<file path="src/rtl/ads1115_scan_sequencer.sv">
// ADS1115 scan sequencer: drives the i2c_master request port through a periodic
// single-shot scan of NUM_CH single-ended channels and publishes signed results.
module ads1115_scan_sequencer #(
  parameter int unsigned NUM_CH         = 4,
  parameter logic [6:0]  SLAVE_ADDR     = 7'h48,
  parameter logic [2:0]  PGA            = 3'b010,
  parameter logic [2:0]  DR             = 3'b100,
  parameter int unsigned CONV_CYCLES    = 1_000_000,
  parameter int unsigned PERIOD_CYCLES  = 12_500_000,
  parameter int unsigned TIMEOUT_CYCLES = 2_000_000
) (
  input  logic               clk,
  input  logic               reset,
  input  logic               enable_i,
  output logic               i2c_start_o,
  output logic               i2c_rd_nwr_o,
  output logic [6:0]         i2c_slave_addr_o,
  output logic [7:0]         i2c_din_o [3],
  output logic [1:0]         i2c_bytes_num_o,
  input  logic [7:0]         i2c_dout_i [3],
  input  logic               i2c_done_i,
  input  logic               i2c_error_i,
  output logic signed [15:0] ch_data_o [NUM_CH],
  output logic               ch_valid_o,
  output logic [1:0]         ch_idx_o,
  output logic               scan_done_o,
  output logic               busy_o,
  output logic [7:0]         err_count_o
);

  localparam logic [31:0] CONV_LAST    = 32'(CONV_CYCLES - 1);
  localparam logic [31:0] PERIOD_LAST  = 32'(PERIOD_CYCLES - 1);
  localparam logic [31:0] TIMEOUT_LAST = 32'(TIMEOUT_CYCLES - 1);
  localparam logic [1:0]  CH_LAST      = 2'(NUM_CH - 1);

  typedef enum logic [3:0] {
    S_IDLE, S_CFG, S_CFG_W, S_CONV, S_PTR, S_PTR_W, S_RD, S_RD_W, S_STORE, S_PERIOD
  } state_t;

  state_t      state_q;
  logic [1:0]  ch_q;
  logic [31:0] wait_q;
  logic [31:0] period_q;
  logic        fail_q;
  logic [15:0] rd_data_q;

  logic [7:0]  cfg_msb_s;
  logic [7:0]  cfg_lsb_s;
  logic        timed_out_s;
  logic        period_hit_s;
  logic        unused_dout_s;

  // Config word: OS=1, MUX=1xx (AINx vs GND), PGA, single-shot; DR, comparator disabled.
  assign cfg_msb_s        = {1'b1, 1'b1, ch_q, PGA, 1'b1};
  assign cfg_lsb_s        = {DR, 5'b00011};
  assign timed_out_s      = (wait_q == TIMEOUT_LAST);
  assign period_hit_s     = (period_q >= PERIOD_LAST);
  assign i2c_slave_addr_o = SLAVE_ADDR;
  assign busy_o           = (state_q != S_IDLE);
  assign unused_dout_s    = ^i2c_dout_i[2];

  // Scan state machine with all request and result outputs registered.
  always_ff @(posedge clk or posedge reset) begin
    if (reset) begin
      state_q         <= S_IDLE;
      ch_q            <= 2'd0;
      wait_q          <= 32'd0;
      period_q        <= 32'd0;
      fail_q          <= 1'b0;
      rd_data_q       <= 16'h0000;
      i2c_start_o     <= 1'b0;
      i2c_rd_nwr_o    <= 1'b0;
      i2c_din_o[0]    <= 8'h00;
      i2c_din_o[1]    <= 8'h00;
      i2c_din_o[2]    <= 8'h00;
      i2c_bytes_num_o <= 2'd0;
      for (int i = 0; i < NUM_CH; i++) ch_data_o[i] <= 16'sd0;
      ch_valid_o      <= 1'b0;
      ch_idx_o        <= 2'd0;
      scan_done_o     <= 1'b0;
      err_count_o     <= 8'd0;
    end else begin
      i2c_start_o <= 1'b0;
      ch_valid_o  <= 1'b0;
      scan_done_o <= 1'b0;
      if (period_q != 32'hFFFF_FFFF) period_q <= period_q + 32'd1;

      case (state_q)
        S_IDLE: begin
          period_q <= 32'd0;
          ch_q     <= 2'd0;
          if (enable_i) state_q <= S_CFG;
        end
        S_CFG: begin
          i2c_start_o     <= 1'b1;
          i2c_rd_nwr_o    <= 1'b0;
          i2c_bytes_num_o <= 2'd3;
          i2c_din_o[0]    <= 8'h01;
          i2c_din_o[1]    <= cfg_msb_s;
          i2c_din_o[2]    <= cfg_lsb_s;
          ch_idx_o        <= ch_q;
          fail_q          <= 1'b0;
          wait_q          <= 32'd0;
          // Counter reads 1 in the cycle after a scan start so that starts land PERIOD apart.
          if (ch_q == 2'd0) period_q <= 32'd1;
          state_q <= S_CFG_W;
        end
        S_CFG_W: begin
          if (i2c_done_i) begin
            wait_q <= 32'd0;
            if (i2c_error_i) begin
              fail_q  <= 1'b1;
              state_q <= S_STORE;
            end else begin
              state_q <= S_CONV;
            end
          end else if (timed_out_s) begin
            fail_q  <= 1'b1;
            state_q <= S_STORE;
          end else begin
            wait_q <= wait_q + 32'd1;
          end
        end
        S_CONV: begin
          if (wait_q == CONV_LAST) state_q <= S_PTR;
          else wait_q <= wait_q + 32'd1;
        end
        S_PTR: begin
          i2c_start_o     <= 1'b1;
          i2c_rd_nwr_o    <= 1'b0;
          i2c_bytes_num_o <= 2'd1;
          i2c_din_o[0]    <= 8'h00;
          wait_q          <= 32'd0;
          state_q         <= S_PTR_W;
        end
        S_PTR_W: begin
          if (i2c_done_i) begin
            fail_q  <= i2c_error_i;
            state_q <= i2c_error_i ? S_STORE : S_RD;
          end else if (timed_out_s) begin
            fail_q  <= 1'b1;
            state_q <= S_STORE;
          end else begin
            wait_q <= wait_q + 32'd1;
          end
        end
        S_RD: begin
          i2c_start_o     <= 1'b1;
          i2c_rd_nwr_o    <= 1'b1;
          i2c_bytes_num_o <= 2'd2;
          wait_q          <= 32'd0;
          state_q         <= S_RD_W;
        end
        S_RD_W: begin
          if (i2c_done_i) begin
            fail_q    <= i2c_error_i;
            rd_data_q <= {i2c_dout_i[0], i2c_dout_i[1]};
            state_q   <= S_STORE;
          end else if (timed_out_s) begin
            fail_q  <= 1'b1;
            state_q <= S_STORE;
          end else begin
            wait_q <= wait_q + 32'd1;
          end
        end
        S_STORE: begin
          if (fail_q) begin
            if (err_count_o != 8'hFF) err_count_o <= err_count_o + 8'd1;
          end else begin
            ch_data_o[ch_q] <= rd_data_q;
            ch_valid_o      <= 1'b1;
          end
          if (ch_q != CH_LAST) begin
            ch_q    <= ch_q + 2'd1;
            state_q <= enable_i ? S_CFG : S_IDLE;
          end else begin
            ch_q        <= 2'd0;
            scan_done_o <= 1'b1;
            if (!enable_i) state_q <= S_IDLE;
            else if (period_hit_s) state_q <= S_CFG;
            else state_q <= S_PERIOD;
          end
        end
        S_PERIOD: begin
          if (!enable_i) state_q <= S_IDLE;
          else if (period_hit_s) state_q <= S_CFG;
          else state_q <= S_PERIOD;
        end
        default: state_q <= S_IDLE;
      endcase
    end
  end

endmodule
</file>
<file path="config.mk">
export PLATFORM = sky130hd
export DESIGN_NAME = ads1115_scan_sequencer
export DESIGN_NICKNAME = d
export VERILOG_FILES = /design/src/rtl/ads1115_scan_sequencer.sv
export SDC_FILE = /design/constraint.sdc
export NUM_CORES = 1
export LEC_CHECK = 0
export BUFFER_PORTS_ARGS = -buffer_cell sky130_fd_sc_hd__buf_4
export CAP_MARGIN = 25
export CORE_MARGIN = 3
export CORE_UTILIZATION = 50
export CTS_CLUSTER_DIAMETER = 60
export CTS_CLUSTER_SIZE = 20
export DETAILED_ROUTE_END_ITERATION = 8
export PLACE_DENSITY = 0.72
export SYNTH_ARGS = -nofsm -noshare
export SYNTH_HDL_FRONTEND = slang
export SYNTH_SLANG_ARGS = --single-unit
</file>
<file path="constraint.sdc">
create_clock -name clk -period 7.7 [get_ports clk]
set_clock_uncertainty 0.2 [all_clocks]
set_input_delay 1.54 -clock clk [delete_from_list [all_inputs] [get_ports clk]]
set_output_delay 1.54 -clock clk [all_outputs]
set_load 0.02 [all_outputs]
</file>
==> summary.txt <==
Critical path
  – Crit-path cells: nor3_1, nand2_1, buf_4
  – Worst setup EP type: output port
  – CP max stage delay: 0.66 ns
  – CP delay by family, top: simple AND/OR/NAND/NOR gates
  – WP data required: 5.96 ns
  – Reg2reg setup slack: 4.43 ns
  – CP max-delay cell: nor3_1
  – Worst-path fanout max: 23
  – Critical Path AT: 2.14 ns
  – Setup crit start kind: register
  – Buffers & Inverters on Critical Path: 1
  – Crit Path Class: register to output port

Logic synthesis
  – Synth top area share: 52.5%
  – Post-synth top cells: 169 x dfrtp_1, 81 x mux2_2, 71 x nor2_1
  – Sequential element share of the synthesized area: 52.5%
  – Asr flop ratio synth: 100%
  – Distinct cells, synth: 64
  – Yosys synthesis warning count: 0
  – Post-synth EDFFs: 0
  – Count leader, synth: dfrtp_1
  – Gate Count Post-Synth: 738
  – Cell taking the most area after synthesis: dfrtp_1
  – Synth Flop Type: dfrtp_1
  – Post-Syn Area: 8060 µm²
  – Synth area leaders: dfrtp_1 52%, mux2_2 11%, nor2_1 3.3%
  – Avg Inst Size Synth: 10.9 µm²
  – Seq cells post-synth: 169

STA
  – Max Fclk: 0.257 GHz
  – Setup_tns: 0 ns
  – Hold slack: 0.297 ns
  – Max-slew headroom at the worst pin: 28.8%
  – Final setup vio count: 0
  – Actual slew at the worst max-slew pin: 1.07 ns
  – RSZ-0062 raised after global routing: false
  – Final hold viol count: 0
  – Final period util: 50.5%
  – Fin. max-slew vios: 0
  – Post-layout min period: 3.88 ns

Route
  – DRT antenna net count: 0
  – Routed len/inst: 17.5 µm
  – Post-route DRC: 0
  – Routed via count: 5,980
  – Vias/cell: 5.63
  – Initial DRC count: 361
  – Drt first pass iters: 4
  – Total wire length: 18.6 mm

Place
  – Number of buffers added on ports: 111
  – Hpwl dp: 12.5 mm
  – Final GP Congestion: 0.874

Clocking
  – Number of hold buffers added after CTS: 0
  – Clk buf depth: 2
  – PostCTS Resize Cnt: 0
  – Worst skew pair latency: 0.42 ns
  – Clock root buffer master: clkbuf_16
  – # H-tree levels: 4
  – CTS buffer count: 17
  – CTS Sinks: 169
  – Postcts setup bufs: 0
  – CTS tree: yes
  – Worst-path clk slew: 0.07 ns

Status
  – Outcome: finished, final reports clean

Final layout
  – Fillers: 1,250
  – Ratio of cells with drive above 1 in the final layout: 29.0%
  – Antenna Cells: 0
  – Layout area overhead: 18.9%
  – Nets@finish: 875

Floorplanning
  – Initial core utilization: 52.0%
  – I/O pin count: 141
  – FP Rows: 45
  – Die width: 133 µm
  – Die height: 133 µm
  – Core region area: 15,500 µm²
  – Die area: 17,700 µm²

GRT
  – Total track usage: 21.2%
  – Overflow after GRT: 0
  – Initial antenna violation count: 0
  – First-pass GRT wire length: 30.4 mm
  – Vias in the first global route: 5,894
  – Largest net degree at the start of global routing: 91

Power
  – Pwr Total: 3110 µW
  – Power Dens Cells: 325 nW/µm²
  – Leakage: 0.00453 µW
  – Peak supply drop: 0.000209 V

Flow run
  – MaxCap Viol Count: 0

Min path
  – Worst min-delay path category: register to register
[report_power, final]
part / internal, µW / total (µW) / switching (µW)
clock network: 471 / 861 / 390
registers: 1040 / 1230 / 185
logic: 409 / 1020 / 612
total: 1930 / 3110 / 1190
[final timing paths]
path | start | to | cells after the start
worst max-delay path | state_q[3]$_DFFE_PP0P_ | busy_o | 3
worst min register to register | wait_q[31]$_DFFE_PP0P_ | wait_q[31]$_DFFE_PP0P_ | 1
worst max register to register | state_q[0]$_DFFE_PP0P_ | wait_q[31]$_DFFE_PP0P_ | 4
min in group asynchronous | reset | ch_data_o[57]$_DFFE_PP0P_ | 2
max in group asynchronous | reset | wait_q[0]$_DFFE_PP0P_ | 4
worst min-delay path | wait_q[31]$_DFFE_PP0P_ | wait_q[31]$_DFFE_PP0P_ | 1
[worst register-to-register path, cell delays in order, from the launching register on]
cell      delay [ns]
dfrtp_1         0.72
nor3_2          0.22
a211oi_2        0.92
nand3_2         0.59
o41ai_1         0.51
[layout make-up]
cell class / count / area [µm²] / share of cell area, %
clock buffer: 18 / 439 / 4.59
clock inverter: 14 / 158 / 1.65
inverter: 10 / 42.5 / 0.444
multi-input combinational: 523 / 3520 / 36.8
sequential: 169 / 4230 / 44.2
tap: 211 / 264 / 2.76
timing repair buffer: 118 / 921 / 9.61
[layer usage]
metal  track usage, %  share of wire (%)
met1             26.7                 42
met3             8.37                7.8
met4             5.25               0.69
met5                0                  0
met2             34.6                 49
[cells in the final DEF (no fill, tap or decap), types with 6 or more instances in the layout]
master | synthesis | layout
o21ai_1 | 18 | 18
nor3_1 | 8 | 7
nand2_1 | 45 | 45
and2_1 | 10 | 10
and4_1 | 7 | 7
inv_1 | 10 | 9
nand2b_1 | 8 | 8
clkbuf_16 | 0 | 17
ha_1 | 7 | 7
nand4_1 | 21 | 21
a31oi_1 | 10 | 10
inv_8 | 0 | 6
nor4_1 | 9 | 9
buf_4 | 31 | 115
xor2_1 | 20 | 20
dfrtp_1 | 169 | 169
nand3_1 | 34 | 34
a21oi_1 | 18 | 18
and3_1 | 17 | 17
o21ai_0 | 26 | 26
mux2_2 | 81 | 81
o41ai_1 | 7 | 7
conb_1 | 2 | 21
o31ai_1 | 9 | 9
xnor2_1 | 17 | 17
nor2_1 | 71 | 71
[sequential cells by signal (all words and copies together), names as in the netlist, 2 cells and up]
register and cells:
ch_data_o 64, period_q 32, wait_q 32, rd_data_q 16, err_count_o 8, state_q 4, i2c_din_o 3, ch_q 2
i2c_bytes_num_o 2
[stage by stage]
step / std cells / worst slack (ns) / util, % / instance area, µm²
2_1_floorplan: 757 / 1.38 / - / 8130
3_3_place_gp: 1028 / 3.73 / 57.6 / 8920
3_5_place_dp: 1028 / 3.71 / 57.6 / 8920
4_1_cts: 1060 / 3.82 / 61.5 / 9520
5_1_grt: 1063 / 3.75 / 61.9 / 9580
6_report: 1063 / 3.82 / 61.9 / 9580
[cells by family after synthesis]
logic type / Yosys count / share of synthesized area (%)
other cells: 2 / 0.0932
buf+inv: 65 / 4.71
xor+xnor: 37 / 4.02
compound gates: 119 / 9.68
flops: 169 / 52.5
mux: 82 / 11.4
fa+ha+maj: 7 / 1.09
simple gates: 257 / 16.5
Note: power is estimated with default switching activity, not from simulation.
